`src/rtl/lfsr_pkg.sv`:
```
// Tap tables, monitor state type and period helper shared by the LFSR generator files.
package lfsr_pkg;

    typedef enum logic {MON_RUN, MON_DONE} mon_state_t;

    // Fibonacci feedback mask: bit i set means state[i] joins the XOR.
    function automatic logic [31:0] fib_taps(input int width);
        case (width)
            2:       fib_taps = 32'h0000_0003;
            3:       fib_taps = 32'h0000_0005;
            4:       fib_taps = 32'h0000_0009;
            5:       fib_taps = 32'h0000_0012;
            6:       fib_taps = 32'h0000_0021;
            7:       fib_taps = 32'h0000_0041;
            8:       fib_taps = 32'h0000_008E;
            9:       fib_taps = 32'h0000_0108;
            10:      fib_taps = 32'h0000_0204;
            11:      fib_taps = 32'h0000_0402;
            12:      fib_taps = 32'h0000_0CA0;
            13:      fib_taps = 32'h0000_1B00;
            14:      fib_taps = 32'h0000_3500;
            15:      fib_taps = 32'h0000_4001;
            16:      fib_taps = 32'h0000_8805;
            17:      fib_taps = 32'h0001_0004;
            18:      fib_taps = 32'h0002_0040;
            19:      fib_taps = 32'h0007_1000;
            20:      fib_taps = 32'h0008_0004;
            21:      fib_taps = 32'h0010_0002;
            22:      fib_taps = 32'h0020_0001;
            23:      fib_taps = 32'h0040_0010;
            24:      fib_taps = 32'h0080_0043;
            25:      fib_taps = 32'h0100_0004;
            26:      fib_taps = 32'h0388_0000;
            27:      fib_taps = 32'h0720_0000;
            28:      fib_taps = 32'h0800_0004;
            29:      fib_taps = 32'h1000_0002;
            30:      fib_taps = 32'h3280_0000;
            31:      fib_taps = 32'h4000_0004;
            32:      fib_taps = 32'hE000_0200;
            default: fib_taps = 32'h0000_0000;
        endcase
    endfunction

    // Galois mask: the same polynomials as fib_taps with the x^WIDTH term dropped.
    function automatic logic [31:0] galois_mask(input int width);
        case (width)
            2:       galois_mask = 32'h0000_0003;
            3:       galois_mask = 32'h0000_0005;
            4:       galois_mask = 32'h0000_0009;
            5:       galois_mask = 32'h0000_0009;
            6:       galois_mask = 32'h0000_0021;
            7:       galois_mask = 32'h0000_0041;
            8:       galois_mask = 32'h0000_0071;
            9:       galois_mask = 32'h0000_0021;
            10:      galois_mask = 32'h0000_0081;
            11:      galois_mask = 32'h0000_0201;
            12:      galois_mask = 32'h0000_0053;
            13:      galois_mask = 32'h0000_001B;
            14:      galois_mask = 32'h0000_002B;
            15:      galois_mask = 32'h0000_4001;
            16:      galois_mask = 32'h0000_A011;
            17:      galois_mask = 32'h0000_4001;
            18:      galois_mask = 32'h0000_0801;
            19:      galois_mask = 32'h0000_0047;
            20:      galois_mask = 32'h0002_0001;
            21:      galois_mask = 32'h0008_0001;
            22:      galois_mask = 32'h0020_0001;
            23:      galois_mask = 32'h0004_0001;
            24:      galois_mask = 32'h00C2_0001;
            25:      galois_mask = 32'h0040_0001;
            26:      galois_mask = 32'h0000_0047;
            27:      galois_mask = 32'h0000_0027;
            28:      galois_mask = 32'h0200_0001;
            29:      galois_mask = 32'h0800_0001;
            30:      galois_mask = 32'h0000_0053;
            31:      galois_mask = 32'h1000_0001;
            32:      galois_mask = 32'h0040_0007;
            default: galois_mask = 32'h0000_0000;
        endcase
    endfunction

    function automatic logic [32:0] max_period(input int width);
        max_period = (33'd1 << width) - 33'd1;
    endfunction

endpackage

```
`src/rtl/lfsr_gen_if.sv`:
```
// Control and status bundle between an lfsr_gen instance and its user.
interface lfsr_gen_if #(parameter int WIDTH = 4);
    logic             en;
    logic             load;
    logic [WIDTH-1:0] seed;
    logic [WIDTH-1:0] state;
    logic             out_bit;
    logic             zero_seed;
    logic             period_valid;
    logic [WIDTH:0]   period;
    logic             period_max;
    logic             timeout;

    modport master (
        output en, load, seed,
        input  state, out_bit, zero_seed, period_valid, period, period_max, timeout
    );

    modport slave (
        input  en, load, seed,
        output state, out_bit, zero_seed, period_valid, period, period_max, timeout
    );
endinterface

```
`src/rtl/lfsr_period_mon.sv`:
```
// Counts steps from the start value until the LFSR returns to it or 2^WIDTH steps pass.
//   MON_RUN  | counting steps, comparing next state against the start value
//   MON_DONE | period or timeout captured; outputs frozen until load or reset
module lfsr_period_mon
    import lfsr_pkg::*;
#(
    parameter int               WIDTH     = 4,
    parameter logic [WIDTH-1:0] RESET_VAL = {{(WIDTH-1){1'b0}}, 1'b1}
) (
    input  logic             clk,
    input  logic             reset,
    input  logic             i_step,
    input  logic             i_load,
    input  logic [WIDTH-1:0] i_load_val,
    input  logic [WIDTH-1:0] i_next_state,
    output logic             o_period_valid,
    output logic [WIDTH:0]   o_period,
    output logic             o_period_max,
    output logic             o_timeout
);
    localparam logic [32:0]    MAXP_FULL = max_period(WIDTH);
    localparam logic [32:0]    WRAP_FULL = MAXP_FULL + 33'd1;
    localparam logic [WIDTH:0] MAXP      = MAXP_FULL[WIDTH:0];
    localparam logic [WIDTH:0] WRAP      = WRAP_FULL[WIDTH:0];
    localparam logic [WIDTH:0] CNT_ONE   = {{WIDTH{1'b0}}, 1'b1};

    mon_state_t       r_mon;
    mon_state_t       w_mon_nxt;
    logic [WIDTH-1:0] r_ref;
    logic [WIDTH:0]   r_cnt;
    logic [WIDTH:0]   w_cnt_inc;
    logic             w_run_step;
    logic             w_hit;
    logic             w_wrap;

    always_ff @(posedge clk) begin
        if (reset) r_mon <= MON_RUN;
        else       r_mon <= w_mon_nxt;
    end

    always_comb begin
        w_mon_nxt = r_mon;
        if (i_load)                           w_mon_nxt = MON_RUN;
        else if (w_run_step && (w_hit || w_wrap)) w_mon_nxt = MON_DONE;
    end

    always_comb begin
        w_cnt_inc  = r_cnt + CNT_ONE;
        w_run_step = (r_mon == MON_RUN) && i_step && !i_load;
        w_hit      = (i_next_state == r_ref);
        w_wrap     = (w_cnt_inc == WRAP);
    end

    always_ff @(posedge clk) begin
        if (reset) begin
            r_ref          <= RESET_VAL;
            r_cnt          <= '0;
            o_period       <= '0;
            o_period_valid <= 1'b0;
            o_period_max   <= 1'b0;
            o_timeout      <= 1'b0;
        end else if (i_load) begin
            r_ref          <= i_load_val;
            r_cnt          <= '0;
            o_period       <= '0;
            o_period_valid <= 1'b0;
            o_period_max   <= 1'b0;
            o_timeout      <= 1'b0;
        end else if (w_run_step) begin
            r_cnt <= w_cnt_inc;
            // A return to the start value wins over the wrap on the same step.
            if (w_hit) begin
                o_period       <= w_cnt_inc;
                o_period_valid <= 1'b1;
                o_period_max   <= (w_cnt_inc == MAXP);
            end else if (w_wrap) begin
                o_timeout <= 1'b1;
            end
        end
    end
endmodule

```
`src/rtl/lfsr_gen.sv`:
```
// Maximal-length LFSR with seed guard and period monitor.
// Define LFSR_GALOIS_EN for the Galois form; the default build is Fibonacci.
module lfsr_gen
    import lfsr_pkg::*;
#(
    parameter int          WIDTH      = 4,
    parameter logic [31:0] RESET_SEED = 32'd1,
    parameter logic [31:0] TAP_MASK   = 32'd0  // nonzero replaces the table polynomial
) (
    input  logic       clk,
    input  logic       reset,
    lfsr_gen_if.slave  bus
);
    if (WIDTH < 2 || WIDTH > 32) begin : g_bad_width
        $error("lfsr_gen: WIDTH must be in 2..32");
    end

    localparam logic [WIDTH-1:0] ONE     = {{(WIDTH-1){1'b0}}, 1'b1};
    localparam logic [WIDTH-1:0] SEED_LO = RESET_SEED[WIDTH-1:0];
    localparam logic [WIDTH-1:0] SEED0   = (SEED_LO == '0) ? ONE : SEED_LO;
`ifdef LFSR_GALOIS_EN
    localparam logic [31:0] MASK_FULL = (TAP_MASK != 32'd0) ? TAP_MASK : galois_mask(WIDTH);
`else
    localparam logic [31:0] MASK_FULL = (TAP_MASK != 32'd0) ? TAP_MASK : fib_taps(WIDTH);
`endif
    localparam logic [WIDTH-1:0] MASK = MASK_FULL[WIDTH-1:0];

    logic [WIDTH-1:0] r_state;
    logic             r_zero_seed;
    logic [WIDTH-1:0] w_next;
    logic [WIDTH-1:0] w_load_val;
    logic             w_step;

    always_comb begin
`ifdef LFSR_GALOIS_EN
        w_next = {r_state[WIDTH-2:0], 1'b0} ^ (r_state[WIDTH-1] ? MASK : '0);
`else
        w_next = {r_state[WIDTH-2:0], ^(r_state & MASK)};
`endif
        // All-zero is a fixed point of both forms, so a zero seed is never let in.
        w_load_val = (bus.seed == '0) ? ONE : bus.seed;
        w_step     = bus.en && !bus.load;
    end

    always_ff @(posedge clk) begin
        if (reset) begin
            r_state     <= SEED0;
            r_zero_seed <= 1'b0;
        end else begin
            r_zero_seed <= bus.load && (bus.seed == '0);
            if (bus.load)    r_state <= w_load_val;
            else if (w_step) r_state <= w_next;
        end
    end

    lfsr_period_mon #(
        .WIDTH     (WIDTH),
        .RESET_VAL (SEED0)
    ) u_mon (
        .clk            (clk),
        .reset          (reset),
        .i_step         (w_step),
        .i_load         (bus.load),
        .i_load_val     (w_load_val),
        .i_next_state   (w_next),
        .o_period_valid (bus.period_valid),
        .o_period       (bus.period),
        .o_period_max   (bus.period_max),
        .o_timeout      (bus.timeout)
    );

    assign bus.state     = r_state;
    assign bus.out_bit   = r_state[WIDTH-1];
    assign bus.zero_seed = r_zero_seed;
endmodule

```
`src/flat_wrapper.sv`:
```
// flat-port wrapper written by rule: the top's interface ports become plain ports
module lfsr_gen_flat import lfsr_pkg::*;
#(
    parameter int          WIDTH      = 4,
    parameter logic [31:0] RESET_SEED = 32'd1,
    parameter logic [31:0] TAP_MASK   = 32'd0                                          
)
  (clk, reset, bus_en, bus_load, bus_seed, bus_state, bus_out_bit, bus_zero_seed, bus_period_valid, bus_period, bus_period_max, bus_timeout);
  lfsr_gen_if #(.WIDTH(WIDTH)) bus_i ();
  input  logic clk;
  input  logic reset;
  input wire logic [$bits(bus_i.en)-1:0] bus_en;
  input wire logic [$bits(bus_i.load)-1:0] bus_load;
  input wire logic [$bits(bus_i.seed)-1:0] bus_seed;
  output wire logic [$bits(bus_i.state)-1:0] bus_state;
  output wire logic [$bits(bus_i.out_bit)-1:0] bus_out_bit;
  output wire logic [$bits(bus_i.zero_seed)-1:0] bus_zero_seed;
  output wire logic [$bits(bus_i.period_valid)-1:0] bus_period_valid;
  output wire logic [$bits(bus_i.period)-1:0] bus_period;
  output wire logic [$bits(bus_i.period_max)-1:0] bus_period_max;
  output wire logic [$bits(bus_i.timeout)-1:0] bus_timeout;
  assign bus_i.en = bus_en;
  assign bus_i.load = bus_load;
  assign bus_i.seed = bus_seed;
  assign bus_state = bus_i.state;
  assign bus_out_bit = bus_i.out_bit;
  assign bus_zero_seed = bus_i.zero_seed;
  assign bus_period_valid = bus_i.period_valid;
  assign bus_period = bus_i.period;
  assign bus_period_max = bus_i.period_max;
  assign bus_timeout = bus_i.timeout;
  lfsr_gen #(.WIDTH(WIDTH), .RESET_SEED(RESET_SEED), .TAP_MASK(TAP_MASK)) u_core (.clk(clk), .reset(reset), .bus(bus_i));
endmodule
```
`config.mk`:
```
export PLATFORM = sky130hd
export DESIGN_NAME = lfsr_gen_flat
export DESIGN_NICKNAME = d
export VERILOG_FILES = /design/src/rtl/lfsr_pkg.sv /design/src/rtl/lfsr_gen_if.sv /design/src/rtl/lfsr_period_mon.sv /design/src/rtl/lfsr_gen.sv /design/src/flat_wrapper.sv
export SDC_FILE = /design/constraint.sdc
export NUM_CORES = 1
export LEC_CHECK = 0
export ABC_AREA = 1
export BUFFER_PORTS_ARGS = -buffer_cell sky130_fd_sc_hd__buf_2
export CAP_MARGIN = 20
export CORE_MARGIN = 8
export CORE_UTILIZATION = 40
export CTS_BUF_LIST = sky130_fd_sc_hd__clkbuf_8
export CTS_CLUSTER_SIZE = 28
export DETAILED_ROUTE_END_ITERATION = 10
export HOLD_SLACK_MARGIN = 0.05
export MAX_ROUTING_LAYER = met4
export PLACE_DENSITY = 0.6
export SLEW_MARGIN = 20
export SYNTH_ARGS = -nofsm -noshare
export SYNTH_HDL_FRONTEND = slang
export SYNTH_SLANG_ARGS = --single-unit
```
`constraint.sdc`:
```
create_clock -name clk -period 3.25 [get_ports clk]
set_clock_uncertainty 0.2 [all_clocks]
set_input_delay 0.4875 -clock clk [delete_from_list [all_inputs] [get_ports clk]]
set_output_delay 0.4875 -clock clk [all_outputs]
set_load 0.02 [all_outputs]
```
== After elaboration in Yosys (flattened, before gate mapping) ==
Index checks and enable logic that the tools add are counted.

* RAM bits: 0
* Input bits: 8
* ROM bits: 0
* Word-level logic and storage cells: 31
* Memories: 0
* Bits in registers: 23
* Output and inout bits: 14
* Bits in latches: 0

* Bitwise gates (word level): 2
* $lt $le $gt $ge: 0
* Equality and inequality tests: 3
* Shift-type cells: 0
* Div/mod/pow operators: 0
* Multipliers: 0
* Add/subtract/negate cells: 1
* Muxes and demuxes: 3
* Reductions and logical operators: 13

{| class="wikitable"
|+ Operators by type and width
! operator !! number
|-
| $mux W4 || 3
|-
| $add A5 B1 Y5 const B || 1
|-
| $eq A5 B4 Y1 const B || 1
|-
| $eq A5 B5 Y1 const B || 1
|-
| $logic_and A1 B1 Y1 || 5
|-
| $eq A4 B4 Y1 || 1
|-
| $logic_not A4 Y1 || 1
|-
| $reduce_xor A4 Y1 || 1
|-
| $reduce_and A3 Y1 || 1
|-
| $not A1 Y1 || 2
|-
| $reduce_and A2 Y1 || 1
|-
| $reduce_bool A2 Y1 || 1
|-
| $reduce_or A2 Y1 || 1
|-
| $logic_not A1 Y1 || 1
|-
| $logic_or A1 B1 Y1 || 1
|}

== Depth between registers and ports, before layout ==
* Word-level depth: 5
* Gate-level depth with buffers: 10
* Gate-level depth less buffers: 10

== Hierarchy ==
A second synthesis with hierarchy kept.

* Cells, all modules: 175
* Area total of the unflattened synthesis: 1,173.6 um^2

{| class="wikitable"
|+ By module, submodules not included
! module !! times used !! cells each !! sequential area each (um^2) !! area each (um^2)
|-
| lfsr_period_mon || 1 || 127 || 360.3 || 874.6
|-
| lfsr_gen || 1 || 48 || 100.1 || 299.0
|}

== Worst setup path before layout ==
OpenSTA, ideal clock, no wires.

* Kind: input-to-reg
* From: input port bus_load
* To: register u_core.u_mon.o_period[3]
* Arrival: 1,232 ps
* Required time: 2,937 ps
* Library setup time: 113 ps
* Cell stages on the path: 9
* Buffers on the path: 1
* Slack: 1,705 ps
* Cell sequence: buf_6 inv_4 nand2_4 nor2_8 inv_2 o21ai_2 nand2_1 o21ai_1 inv_1

* Longest elaborated chain between the ends: 5
* Elaborated cells on any way between the ends: 6
* Those cells by class: 6 x reduce/logical

{| class="wikitable"
|+ Ends and longest elaborated chain
! element !! line !! RTL
|-
| start, declared || flat_wrapper.sv:13 || <nowiki>input wire logic [$bits(bus_i.load)-1:0] bus_load;</nowiki>
|-
| $logic_not A1 Y1 || lfsr_period_mon.sv:49, lfsr_gen.sv:42 ||
|-
| $logic_and A1 B1 Y1 || lfsr_gen.sv:42 || <nowiki>w_step = bus.en && !bus.load;</nowiki>
|-
| $logic_and A1 B1 Y1 (2 in series) || lfsr_period_mon.sv:49 || <nowiki>w_run_step = (r_mon == MON_RUN) && i_step && !i_load;</nowiki>
|-
| $reduce_and A2 Y1 (no line) || -- ||
|-
| end signal, assigned || lfsr_period_mon.sv:73 || <nowiki>o_period <= w_cnt_inc;</nowiki>
|-
| end, declared || lfsr_period_mon.sv:17 || <nowiki>output logic [WIDTH:0] o_period,</nowiki>
|}

Several ways; a longest one is shown, not always the timed one.
A chain may end at the register's enable or synchronous reset.

== Final worst setup path ==
* From: input port bus_load
* To: register u_core.u_mon.r_cnt[4]

* Longest elaborated chain between the ends: 4
* Elaborated cells on any way between the ends: 5
* Those cells by class: 5 x reduce/logical

{| class="wikitable"
|+ Ends and longest elaborated chain
! element !! line !! RTL
|-
| $logic_not A1 Y1 || lfsr_period_mon.sv:49, lfsr_gen.sv:42 ||
|-
| $logic_and A1 B1 Y1 || lfsr_gen.sv:42 ||
|-
| $logic_and A1 B1 Y1 (2 in series) || lfsr_period_mon.sv:49 ||
|-
| end signal, assigned || lfsr_period_mon.sv:70 || <nowiki>r_cnt <= w_cnt_inc;</nowiki>
|-
| end, declared || lfsr_period_mon.sv:30 || <nowiki>logic [WIDTH:0] r_cnt;</nowiki>
|}

Several ways; a longest one is shown, not always the timed one.

==> metrics.yaml <==
outcome:
  status: "complete, no violations"
floorplan:
  die-height_um: 70.46
  io_pins: 22
  start_util: 0.4265
  rows: 19
  die_area_mm2: 0.004964
  die_w_um: 70.46
  fp.coreArea_mm2: 0.002781
global_route:
  grt-ovfl-total: 0
  first_global_vias: 1007
  grt_pass1_wl_mm: 4.367
  antenna_found_initial: 0
  grt_max_degree: 13
  grtUsageTotal: 0.1052
synthesis:
  synthTopCellsByArea: "dfxtp_1, nand2_1, inv_1"
  yosysSeqAreaShare: 0.3882
  yosys-mux-area-fraction: 0
  synthSimpleGateAreaFrac: 0.3175
  yosysWarnings: 0
  yosysMostFrequentCell: "nand2_1"
  avgSynthCellArea_um2: 7.322
  netlist.area_leader.share: 0.3882
  synth_xor_area_frac: 0.01477
  synth_top_area_cell: "dfxtp_1"
  syn_area_mm2: 0.001186
  syn_inst: 162
  syn-num-nets: 173
  synthAdderAreaFrac: 0.03165
  synth_top_family_by_area: "simple AND/OR/NAND/NOR gates"
  ys_ff_latch: 23
  synth_cell_types: 34
  synth_top_flop_cell: "dfxtp_1"
  synth_compound_area_frac: 0.1245
  synth_edf_count: 0
  async_flop_share: 0
  yosys-top-cells-count: "nand2_1, inv_1, dfxtp_1, nor2_1, nand3_1"
timing:
  hold_viol_final: 0
  drv_slew: 0
  fmax_ghz: 0.5640
  rsz0062_at_grt: "no"
  setup_viol: 0
  tightest_slew_ns: 0.7585
  post-route-min-period_ns: 1.773
  max_slew_margin: 0.4925
  fin_tns_setup_ns: 0
  fin_ws_ns: 1.477
  fin_crit_sh: 0.5455
power:
  peakVddDrop_uv: 281.0
  power.total_uw: 560.6
  leakage_nw: 0.6747
  power_density_mw_per_mm2: 417.2
finish:
  area_growth_pct: 13.29
  antenna_cells: 0
  drive_above_1_share: 0.2186
  final_cells: 214
  nets: 195
  fin_area_mm2: 0.001344
setup_path:
  rr_endpoint: "u_core.u_mon.o_period[4]"
  reg2reg_depth: 8
  start_kind: "input port"
  critPathKind: "input port to flip-flop"
  crit_chain: "buf_2 > nor2_1 > inv_1 > a211oi_1"
  critPathMaxStageDelay_ns: 0.61
  required_ns: 3.23
  worst_setup_path_end_kind: "flip-flop"
  rrSetupSlack_ns: 1.63
  cp-endpoint: "u_core.u_mon.r_cnt[4]"
  slowest_stage: "nor2_1"
  r2r_start: "u_core.u_mon.r_cnt[1]"
  critPathLaunch: "bus_load"
  arrival_ns: 1.75
  critPathMaxFanout: 12
route:
  first_iter_violations: 61
  drc: 0
  routed_wl_mm: 2.483
  wl_per_cell_um: 11.60
  via_per_inst: 4.836
  drtPass1Iterations: 4
  ant_nets: 0
  dr_total_vias: 1035
clocking:
  clk_pin_slew_ns: 0.08
  cts_buffer_depth: 2
  cts-root-buf: "clkbuf_8"
  clk_latency_ns: 0.26
  cts_tree: "built"
  htree_levels: 1
  cts_setup_buffers: 0
  cts-buffers-inserted: 3
  cts_resized: 0
  cts_hold_buf: 0
  clock-sinks: 23
run:
  cap_violations: 0
place:
  hpwlAfterDp_mm: 1.975
  gp_congestion: 0.8682
  dp_cells: 210
  detailedPlace.worstSlack_ns: 1.195
  place_area_mm2: 0.001299
  io_buffer_count: 21
hold_path:
  hold_depth: 2
  hp-class: "flip-flop to flip-flop"
-- layout by cell type, fill, tap and decap left out, types with 3 or more instances in the layout --
cell / instances
dfxtp_1: 23
ha_1: 3
inv_2: 3
clkbuf_8: 3
a21oi_1: 8
nand2_2: 4
inv_1: 27
nand3_1: 10
o21ai_0: 5
nor2_1: 11
nand2_1: 40
buf_2: 21
-- state kept, by name, indices dropped and copies added, names as in the netlist, 4 cells and up --
register and flops:
u_core.bus.state 4, u_core.u_mon.o_period 5, u_core.u_mon.r_cnt 5, u_core.u_mon.r_ref 4
-- routing by layer --
layer	up-vias	global-route usage	wire length (µm)
li1	552	-	-
met5	-	-	0
met1	452	0.1354	1201
met2	27	0.1529	1101
met4	0	0.04464	39
met3	4	0.02401	141
-- through the flow --
step                hold WS (ns)  utilization
floorplan                 0.2467            -
global route              0.2692       0.4831
detailed placement        0.2360       0.4669
finish                    0.2429       0.4831
CTS                       0.2483       0.4831
global placement          0.2300       0.4669
-- where the power goes --
| group | switching (mW) | internal, mW | leakage, nW | total [mW] |
|---|---|---|---|---|
| logic | 0.0585 | 0.0298 | 0.460 | 0.0883 |
| clock network | 0.0871 | 0.0842 | 0.0269 | 0.171 |
| registers | 0.00962 | 0.291 | 0.188 | 0.301 |
-- worst max-delay path: cells and delay by family --
kind,cells,cell delay [ns]
AO/OA/AOI/OAI,1,0.25
buffers and inverters,2,0.40
AND/OR/NAND/NOR,1,0.61
-- logic make-up (layout without fill, tap and decap cells) --
family,count (synthesis),in the layout
and+or+nand+nor,76,76
buffers and inverters,34,55
AOI/OAI and AO/OA,24,24
xor gates and xnor gates,2,2
DFF,23,23
adders and majority gates,3,3
-- final cells by class --
cell class	count	area (µm²)
clock buffers	3	41.29
well taps	31	38.79
repair buffers	21	105.1
inverters	30	115.1
fillers	295	1438
clock inverters	1	3.754
flip-flops and latches	23	460.4
multi-input cells	105	579.3
-- worst min-delay path by stage --
stage	startpoint	to	slack, ns
after CTS	u_core.u_mon.o_period[4]	u_core.u_mon.o_period[4]	0.25
after global routing	u_core.u_mon.o_period[4]	u_core.u_mon.o_period[4]	0.27
after floorplan	u_core.u_mon.r_cnt[4]	u_core.u_mon.r_cnt[4]	0.25
after detailed placement	u_core.u_mon.o_period[4]	u_core.u_mon.o_period[4]	0.24
after global placement	u_core.u_mon.o_period[4]	u_core.u_mon.o_period[4]	0.23
final	u_core.u_mon.o_period[4]	u_core.u_mon.o_period[4]	0.24
(Power assumes the default switching activity.)
